### config.mk
export PLATFORM = sky130hd
export DESIGN_NAME = sti_rx_pack_flat
export DESIGN_NICKNAME = d
export VERILOG_FILES = /design/src/rtl/sti_rx_pack_pkg.sv /design/src/rtl/sti_rx_pack_if.sv /design/src/rtl/sti_rx_shifter.sv /design/src/rtl/sti_rx_pack.sv /design/src/flat_wrapper.sv
export SDC_FILE = /design/constraint.sdc
export NUM_CORES = 1
export LEC_CHECK = 0
export ABC_AREA = 1
export CAP_MARGIN = 0
export CORE_ASPECT_RATIO = 1.1
export CORE_UTILIZATION = 35
export DETAILED_ROUTE_END_ITERATION = 8
export GPL_TIMING_DRIVEN = 0
export PLACE_DENSITY = 0.62
export SLEW_MARGIN = 30
export SYNTH_ARGS = -nofsm -noshare
export SYNTH_HDL_FRONTEND = slang
export SYNTH_HIERARCHICAL = 1
export SYNTH_SLANG_ARGS = --single-unit
### constraint.sdc
create_clock -name clk -period 2.2 [get_ports clk]
set_clock_uncertainty 0.1 [all_clocks]
set_input_delay 0.66 -clock clk [delete_from_list [all_inputs] [get_ports clk]]
set_output_delay 0.66 -clock clk [all_outputs]
set_load 0.1 [all_outputs]
### src/rtl/sti_rx_pack_pkg.sv
// Shared types and constants for the STI receive packer.
// Holds the FSM encoding, field widths and the legal frame lengths.
package sti_rx_pack_pkg;

   localparam int BYTE_W = 8;
   localparam int ADDR_W = 8;
   localparam int CNT_W  = 6;

   localparam logic [CNT_W-1:0] LEN_8  = 6'd8;
   localparam logic [CNT_W-1:0] LEN_16 = 6'd16;
   localparam logic [CNT_W-1:0] LEN_24 = 6'd24;
   localparam logic [CNT_W-1:0] LEN_32 = 6'd32;

   typedef enum logic [1:0] {
      ST_IDLE  = 2'd0,
      ST_SHIFT = 2'd1,
      ST_FULL  = 2'd2
   } state_t;

   function automatic logic is_legal_len(input logic [CNT_W-1:0] n);
      return (n == LEN_8) || (n == LEN_16) || (n == LEN_24) || (n == LEN_32);
   endfunction

   function automatic logic [CNT_W-1:0] sat_inc(input logic [CNT_W-1:0] n);
      return (n == '1) ? n : n + CNT_W'(1);
   endfunction

endpackage

### src/rtl/sti_rx_pack_if.sv
// Serial input and pixel-buffer output bundle of the STI receive packer.
// Serial side: one bit per cycle while si_valid is high; a low cycle closes the frame.
interface sti_rx_pack_if;
   import sti_rx_pack_pkg::*;

   logic              si_data;
   logic              si_valid;
   logic              lsb_first;
   logic              pixel_wr;
   logic [ADDR_W-1:0] pixel_addr;
   logic [BYTE_W-1:0] pixel_dataout;
   logic              frame_done;
   logic              frame_err;
   logic [CNT_W-1:0]  frame_bits;
   logic              buf_full;
   state_t            state;

   modport master (
      output si_data, si_valid, lsb_first,
      input  pixel_wr, pixel_addr, pixel_dataout, frame_done, frame_err,
      input  frame_bits, buf_full, state
   );

   modport slave (
      input  si_data, si_valid, lsb_first,
      output pixel_wr, pixel_addr, pixel_dataout, frame_done, frame_err,
      output frame_bits, buf_full, state
   );

endinterface

### src/rtl/sti_rx_shifter.sv
// Serial-to-byte accumulator with selectable bit order and a sub-byte counter.
// byte_ready pulses the cycle after the 8th bit lands; byte_out still holds that byte then.
module sti_rx_shifter
   import sti_rx_pack_pkg::*;
(
   input  logic              clk,
   input  logic              rst,
   input  logic              start,
   input  logic              shift_en,
   input  logic              clear,
   input  logic              lsb_first,
   input  logic              bit_in,
   output logic [BYTE_W-1:0] byte_out,
   output logic              byte_ready
);

   logic [BYTE_W-1:0] acc;
   logic [BYTE_W-1:0] acc_next;
   logic [2:0]        sub_cnt;
   logic              lsb_q;
   logic              order;

   // The first bit of a frame uses the live lsb_first; later bits use the latched copy.
   always_comb begin
      order    = start ? lsb_first : lsb_q;
      acc_next = order ? {bit_in, acc[BYTE_W-1:1]} : {acc[BYTE_W-2:0], bit_in};
   end

   always_ff @(posedge clk or posedge rst) begin
      if (rst) begin
         acc        <= '0;
         sub_cnt    <= '0;
         lsb_q      <= 1'b0;
         byte_ready <= 1'b0;
      end else begin
         byte_ready <= 1'b0;
         if (start) begin
            lsb_q   <= lsb_first;
            acc     <= acc_next;
            sub_cnt <= 3'd1;
         end else if (shift_en) begin
            acc        <= acc_next;
            sub_cnt    <= sub_cnt + 3'd1;
            byte_ready <= (sub_cnt == 3'd7);
         end else if (clear) begin
            sub_cnt <= '0;
         end
      end
   end

   assign byte_out = acc;

endmodule

### src/rtl/sti_rx_pack.sv
// STI receive packer: frames serial bits into bytes, writes them to a 256-entry
// buffer and reports each frame as done (8/16/24/32 bits) or erroneous.
module sti_rx_pack
   import sti_rx_pack_pkg::*;
(
   input logic         clk,
   input logic         reset,
   sti_rx_pack_if.slave bus
);

   state_t            state;
   logic [ADDR_W-1:0] ptr;
   logic [CNT_W-1:0]  bit_cnt;
   logic              frame_open;
   logic              start;
   logic              shift_en;
   logic              clear;
   logic              byte_ready;
   logic [BYTE_W-1:0] byte_val;

   assign start    = (state == ST_IDLE)  &&  bus.si_valid;
   assign shift_en = (state == ST_SHIFT) &&  bus.si_valid;
   assign clear    = (state == ST_SHIFT) && !bus.si_valid;

   sti_rx_shifter u_shifter (
      .clk        (clk),
      .rst        (reset),
      .start      (start),
      .shift_en   (shift_en),
      .clear      (clear),
      .lsb_first  (bus.lsb_first),
      .bit_in     (bus.si_data),
      .byte_out   (byte_val),
      .byte_ready (byte_ready)
   );

   always_ff @(posedge clk or posedge reset) begin
      if (reset) begin
         state             <= ST_IDLE;
         ptr               <= '0;
         bit_cnt           <= '0;
         frame_open        <= 1'b0;
         bus.pixel_wr      <= 1'b0;
         bus.pixel_addr    <= '0;
         bus.pixel_dataout <= '0;
         bus.frame_done    <= 1'b0;
         bus.frame_err     <= 1'b0;
         bus.frame_bits    <= '0;
         bus.buf_full      <= 1'b0;
      end else begin
         bus.pixel_wr   <= 1'b0;
         bus.frame_done <= 1'b0;
         bus.frame_err  <= 1'b0;
         case (state)
            ST_IDLE: begin
               if (bus.si_valid) begin
                  state   <= ST_SHIFT;
                  bit_cnt <= CNT_W'(1);
               end
            end
            ST_SHIFT: begin
               if (bus.si_valid) begin
                  bit_cnt <= sat_inc(bit_cnt);
               end else begin
                  state          <= ST_IDLE;
                  bus.frame_bits <= bit_cnt;
                  bus.frame_done <=  is_legal_len(bit_cnt);
                  bus.frame_err  <= !is_legal_len(bit_cnt);
               end
            end
            ST_FULL: begin
               // Only the frame caught in flight at the 255 write still gets its status.
               if (frame_open) begin
                  if (bus.si_valid) begin
                     bit_cnt <= sat_inc(bit_cnt);
                  end else begin
                     frame_open     <= 1'b0;
                     bus.frame_bits <= bit_cnt;
                     bus.frame_done <=  is_legal_len(bit_cnt);
                     bus.frame_err  <= !is_legal_len(bit_cnt);
                  end
               end
            end
            default: state <= ST_IDLE;
         endcase

         if (byte_ready && !bus.buf_full) begin
            bus.pixel_wr      <= 1'b1;
            bus.pixel_addr    <= ptr;
            bus.pixel_dataout <= byte_val;
            if (ptr == '1) begin
               bus.buf_full <= 1'b1;
               state        <= ST_FULL;
               frame_open   <= bus.si_valid;
            end else begin
               ptr <= ptr + ADDR_W'(1);
            end
         end
      end
   end

   assign bus.state = state;

endmodule
### src/flat_wrapper.sv
// flat-port wrapper written by rule: the top's interface ports become plain ports
module sti_rx_pack_flat import sti_rx_pack_pkg::*;
  (clk, reset, bus_si_data, bus_si_valid, bus_lsb_first, bus_pixel_wr, bus_pixel_addr, bus_pixel_dataout, bus_frame_done, bus_frame_err, bus_frame_bits, bus_buf_full, bus_state);
  sti_rx_pack_if bus_i ();
  input logic clk;
  input logic reset;
  input wire logic [$bits(bus_i.si_data)-1:0] bus_si_data;
  input wire logic [$bits(bus_i.si_valid)-1:0] bus_si_valid;
  input wire logic [$bits(bus_i.lsb_first)-1:0] bus_lsb_first;
  output wire logic [$bits(bus_i.pixel_wr)-1:0] bus_pixel_wr;
  output wire logic [$bits(bus_i.pixel_addr)-1:0] bus_pixel_addr;
  output wire logic [$bits(bus_i.pixel_dataout)-1:0] bus_pixel_dataout;
  output wire logic [$bits(bus_i.frame_done)-1:0] bus_frame_done;
  output wire logic [$bits(bus_i.frame_err)-1:0] bus_frame_err;
  output wire logic [$bits(bus_i.frame_bits)-1:0] bus_frame_bits;
  output wire logic [$bits(bus_i.buf_full)-1:0] bus_buf_full;
  output wire logic [$bits(bus_i.state)-1:0] bus_state;
  assign bus_i.si_data = bus_si_data;
  assign bus_i.si_valid = bus_si_valid;
  assign bus_i.lsb_first = bus_lsb_first;
  assign bus_pixel_wr = bus_i.pixel_wr;
  assign bus_pixel_addr = bus_i.pixel_addr;
  assign bus_pixel_dataout = bus_i.pixel_dataout;
  assign bus_frame_done = bus_i.frame_done;
  assign bus_frame_err = bus_i.frame_err;
  assign bus_frame_bits = bus_i.frame_bits;
  assign bus_buf_full = bus_i.buf_full;
  assign bus_state = bus_i.state;
  sti_rx_pack u_core (.clk(clk), .reset(reset), .bus(bus_i));
endmodule
# Yosys cells after proc, flatten, opt, wreduce, memory -nomap -nowiden
# Cells that the tools add are included.
dict set report classes {
  n_addsub 3
  eq_ne 11
  mux 34
  bitwise 1
  reduce_logical 19
}
# op n
set op_table {}
lappend op_table {{two-way mux 6 bit} 6}
lappend op_table {{two-way mux 8 bit} 3}
lappend op_table {{one-hot mux 6 bit (3 select lines)} 1}
lappend op_table {{two-way mux 1 bit} 13}
lappend op_table {{== test 6 x 5 -> 1 bit, second input constant} 2}
lappend op_table {{== test 6 bit, second input constant} 2}
lappend op_table {{one-hot mux 6 bit (2 select lines)} 1}
lappend op_table {{two-way mux 3 bit} 3}
lappend op_table {{adder 8 x 1 -> 8 bit, second input constant} 1}
lappend op_table {{== test 8 bit, second input constant} 1}
lappend op_table {{two-way mux 2 bit} 4}
lappend op_table {{adder 6 x 1 -> 6 bit, second input constant} 1}
lappend op_table {{== test 6 x 4 -> 1 bit, second input constant} 1}
lappend op_table {{one-hot mux 2 bit (3 select lines)} 1}
lappend op_table {{AND reduction 2 bit} 3}
lappend op_table {{nonzero test 3 bit} 2}
lappend op_table {{logical AND 1 bit} 4}
lappend op_table {{one-hot mux 1 bit (2 select lines)} 2}
lappend op_table {{nonzero test 2 bit} 2}
lappend op_table {{adder 3 x 1 -> 3 bit, second input constant} 1}
lappend op_table {{== test 3 bit, second input constant} 1}
lappend op_table {{logical NOT 1 bit} 3}
lappend op_table {{logical OR 1 bit} 3}
lappend op_table {{AND reduction 3 bit} 1}
lappend op_table {{6 further kinds} 6}
dict set report word_totals {
  ff_bits 56
  input_bits 5
  output_inout_bits 28
}

# Longest topological paths before layout
dict set report depth {
  depth_word 8
  ltp_mapped 9
  mapped_depth_nobuf 9
}

# Cells and area by module
# Netlist, hierarchy kept.
# module instances cells_per_inst area_per_inst_um2 seq_area_each_um2
set modules_own_cells {}
lappend modules_own_cells {sti_rx_pack 1 256 2095.8 1076.0}
lappend modules_own_cells {sti_rx_shifter 1 89 673.1 325.3}

# Worst setup path before layout
# No wires, ideal clock.
dict set report synth_timing {
  kind {reg-to-reg}
  start {reg u_core.state[1], in the netlist u_core/bus.state[1]}
  end {reg u_core.bus.frame_bits[2]}
  setup_ns 0.129
  arrival_time_ns 2.007
  slack_ns -0.036
  stages_incl_launch_ff 9
  path_buffers 1
  path_cell_list {dfrtp_1 inv_1 ha_1 nand2_1 inv_1 nand2_1 buf_2 nand2_1 o21ai_0}
}
dict set report synth_between {
  elab_chain_len 3
}
# element line
set synth_rtl {}
lappend synth_rtl {{start, declared} sti_rx_pack.sv:11} ;# state_t state;
lappend synth_rtl {{start signal, assigned} sti_rx_pack.sv:39} ;# state <= ST_IDLE;
lappend synth_rtl {{start signal, assigned} sti_rx_pack.sv:57} ;# state <= ST_SHIFT;
lappend synth_rtl {{start signal, assigned} sti_rx_pack.sv:65} ;# state <= ST_IDLE;
lappend synth_rtl {{== test 2 bit / == test 2 x 1 -> 1 bit (equally long branches)} sti_rx_pack.sv:54} ;# case (state)
lappend synth_rtl {{!= test 2 x 1 -> 1 bit (no line) / nonzero test 2 bit (equally long branches)} --}
lappend synth_rtl {{AND reduction 2 bit (no line)} --}
lappend synth_rtl {{end signal, assigned} sti_rx_pack.sv:66} ;# bus.frame_bits <= bit_cnt;
lappend synth_rtl {{end signal, assigned} sti_rx_pack.sv:78} ;# bus.frame_bits <= bit_cnt;
lappend synth_rtl {{end, declared} sti_rx_pack_if.sv:27} ;# output frame_bits, buf_full, state
# Several ways; a longest one is shown, not always the timed one.
# A chain may end at the register's enable or synchronous reset.

# Worst setup path in the final report
dict set report layout_timing {
  start {reg u_core.state[1], in the netlist u_core/bus.state[1]}
  end {out bus_state[1]}
}
# element line
set layout_lines {}
lappend layout_lines {{end, declared} flat_wrapper.sv:17} ;# output wire logic [$bits(bus_i.state)-1:0] bus_state;
# No word-level cell between the ends.

==> metrics.md <==
| Metric | Value |
|---|---|
| Critical-path top delay cell | `clkdlybuf4s15_2` |
| Die Area | `0.00827 mm^2` |
| Synth Flop Type | `dfrtp_1` |
| Yosys reg bits | `56` |
| Count of cell types in the netlist | `25` |
| Hold crit path type | `reg -> reg` |
| Clock Path Buffers | `2` |
| Post-DR vias/cell | `about 4.5` |
| Via count | `about 2.2k` |
| Setup violations, final | `0` |
| Starting Density | `36.6%` |
| Residual overflow from global routing | `0` |
| Slew headroom | `63.4%` |
| Grt met2 use | `around a quarter` |
| Total GRT Usage | `between 10 and 15%` |
| Reg clk slew, reported paths | `about 0.11 ns` |
| Worst-path cell chain | `clkdlybuf4s15_2` |
| RSZ-0062 raised after global routing | `false` |
| First-pass GRT wire length | `roughly 9.4 mm` |
| Crit path time final | `2.06 ns` |
| Post-synth top cells | `120 x nand2_1, 56 x dfrtp_1, 43 x inv_1, 39 x nand3_1, 18 x o21ai_0` |
| XOR/XNOR Fraction of Synth Area | `between 1 and 1.5%` |
| Die height | `95.3 um` |
| CP top delay family | `buffers and inverters` |
| Share of layout cells above drive strength 1 | `between 15 and 20%` |
| # rows | `33` |
| Flop2flop setup slack | `about 0.50 ns` |
| Total core area | `roughly 0.0076 mm^2` |
| Top post-synthesis cells by area | `dfrtp_1 51%, nand2_1 16%, nand3_1 7.0%` |
| Multi-input gate area | `roughly 0.0012 mm^2` |
| Buf+Inv Stages, Crit Path | `1` |
| Mux contribution to synthesized area | `0%` |
| Die width | `~87 um` |
| Nets@finish | `roughly 400` |
| I/O pins | `33` |
| 1st-pass router iterations | `4` |
| Fin. max-slew vios | `0` |
| Register area share after synthesis | `about half` |
| Maximum vdd drop | `roughly 0.00028 V` |
| Max incr delay on CP | `roughly 0.57 ns` |
| Crit path DAT | `between 1 and 1.5 ns` |
| Met3 Usage GRT | `2.42%` |
| Crit path max fanout | `6` |
| Fin crit share | `93.8%` |
| Most frequent cell after synthesis | `nand2_1` |
| CP Capture Type | `output port` |
| Area growth syn-to-layout | `22.6%` |
| Final hold violation count | `0` |
| Syn. warnings | `6` |
| Place WS | `-0.0967 ns` |
| Post-Synth Adder-Cell Area | `4.07%` |
| Worst EP required | `1.44 ns` |
| Synth Area in Simple Gates | `approximately 30%` |
| PortBufs | `32` |
| Top Usage Layer GRT | `met2` |
| CTS tree | `yes` |
| Detailed Route WL | `between 5 and 6 mm` |
| Number of global-route vias before repair | `2041` |
| Post-synthesis compound-gate area fraction | `6.33%` |
| Post-DP HPWL | `3.99 mm` |
| Peak Freq | `between 0.4 and 0.5 GHz` |
| Main combinational cell family by area after synthesis | `simple AND/OR/NAND/NOR gates` |
| Post-synth top area cell | `dfrtp_1` |
| Cts bufs inserted | `5` |
| Synth async-reset ratio | `between 90% and 100%` |
| Worst-Skew Late Latency | `a little over 0.3 ns` |
| Max_cap viols | `0` |
| GP Congestion | `slightly above 0.8` |
| Starting DRT DRC Count | `87` |
| Pwr Total | `~1.8 mW` |
| Routed len/inst | `~11 um` |
| Status | `finished clean` |
| Setup crit start kind | `flop` |
| Syn_nets | `~360` |
| Initial antenna violation count | `0` |
| Pin count of the biggest net entering global routing | `28` |
| Register Area | `about 0.0014 mm^2` |
| P per Cell Area | `approximately 520 mW/mm^2` |
| Area share of the largest cell type after synthesis | `~50%` |
| Htree depth | `2` |
| Fillers | `approximately 760` |
| CTS root buf | `clkbuf_8` |
| Clock Sinks | `56` |
| Worst-margin pin slew | `approximately 0.55 ns` |
| Cells after Synth | `roughly 350` |
| Post-Syn Area | `~0.0028 mm^2` |
| Ant. Diodes | `0` |
| DRT antenna net count | `0` |
| Setup_tns | `0 ns` |
| Number of flops mapped to enable cells by yosys | `0` |
| Worst setup path class | `reg -> out` |
| Drc violations | `0` |
| Lkg Pwr | `about 1.7 nW` |
| Final setup margin | `roughly 0.14 ns` |
| Met1 Usage GRT | `roughly a fifth` |
| Synthesized area per cell | `roughly 8 um^2` |
==> through the flow <==
stage / area [um^2] / utilization (%) / cells / hold slack (ns)
3_5_place_dp: 3240 / 42.9 / 483 / 0.364
5_1_grt: 3390 / 44.9 / 491 / 0.414
2_1_floorplan: 2770 / - / 345 / 0.364
3_3_place_gp: 3220 / 42.7 / 482 / 0.364
4_1_cts: 3390 / 44.9 / 491 / 0.395
6_report: 3390 / 44.9 / 491 / 0.390
==> cells in the final DEF (no fill, tap or decap), types with 2 or more instances in the layout <==
cell	count
nand2_1	120
dfrtp_1	54
inv_1	42
nand3_1	39
clkdlybuf4s15_2	28
o21ai_0	18
nor2_1	11
ha_1	9
inv_2	7
o21ai_1	7
nand2_2	6
clkbuf_8	5
a21oi_1	5
clkdlybuf4s50_1	4
xor2_1	4
nand4_1	4
buf_2	3
clkinv_4	2
nand2_4	2
nor2_4	2
o21ai_2	2
dfrtp_2	2
==> area by class of cell <==
class | count | share of cell area (%)
inverter | 50 | 5.60
buffer | 5 | 0.774
timing repair buffer | 33 | 11.1
clock inverter | 3 | 1.40
clock buffer | 5 | 2.03
tap | 105 | 3.87
multi-input combinational | 234 | 33.9
sequential | 56 | 41.4
==> worst paths after layout <==
| kind | startpoint | end | depth (start not counted) |
|---|---|---|---|
| max | u_core/bus.state[1] | bus_state[1] | 1 |
| min | u_core/bus.pixel_dataout[3] | u_core/bus.pixel_dataout[3] | 2 |
| min reg2reg | u_core/bus.pixel_dataout[3] | u_core/bus.pixel_dataout[3] | 2 |
| max reg2reg | u_core/bus.state[1] | u_core/bus.frame_bits[5] | 8 |
| max in group asynchronous | reset | u_core/bus.state[1] | 3 |
| min in group asynchronous | reset | u_core/bus.pixel_dataout[0] | 2 |
==> sequential cells by signal, indices dropped and copies added (netlist names) <==
register,flops
u_core/bus.pixel_addr,8
u_core/bus.frame_err,1
u_core/frame_open,1
u_core/bus.pixel_wr,1
u_core/bus.frame_bits,6
u_core/u_shifter/lsb_q,1
u_core/bus.state,2
u_core/bus.buf_full,1
u_core/bus.frame_done,1
u_core/ptr,8
u_core/u_shifter/sub_cnt,3
u_core/bit_cnt,6
u_core/u_shifter/byte_out,8
u_core/u_shifter/byte_ready,1
u_core/bus.pixel_dataout,8
==> power by group <==
part	total (mW)	switching, mW	internal (mW)	leakage (nW)
clock	0.687	0.344	0.343	0.0583
combinational	0.0380	0.0267	0.0113	0.919
sequential	1.03	0	1.03	0.770
==> per-layer routing <==
metal / vias up / wire length (um) / part of all wire, %
met4: 0 / 57 / 1.0
met3: 5 / 142 / 2.6
met5: - / 0 / 0
li1: 1156 / - / -
met2: 45 / 2550 / 47
met1: 1013 / 2720 / 50
==> logic make-up after synthesis <==
group                      Yosys count
AOI/OAI and AO/OA                   33
xor gates and xnor gates             4
adders and majority gates            9
buffers and inverters               55
DFF                                 56
and+or+nand+nor                    188
==> repair_timing <==
| item | CTS | global route |
|---|---|---|
| endpoints found under the setup margin | 28 | 0 |
| endpoints found under the hold margin | 0 | 0 |
| hold buffers | 0 | 0 |
| setup buffers | 0 | 0 |
| resized for setup | 84 | 0 |
No activity file was read; power rests on OpenSTA's default activity.
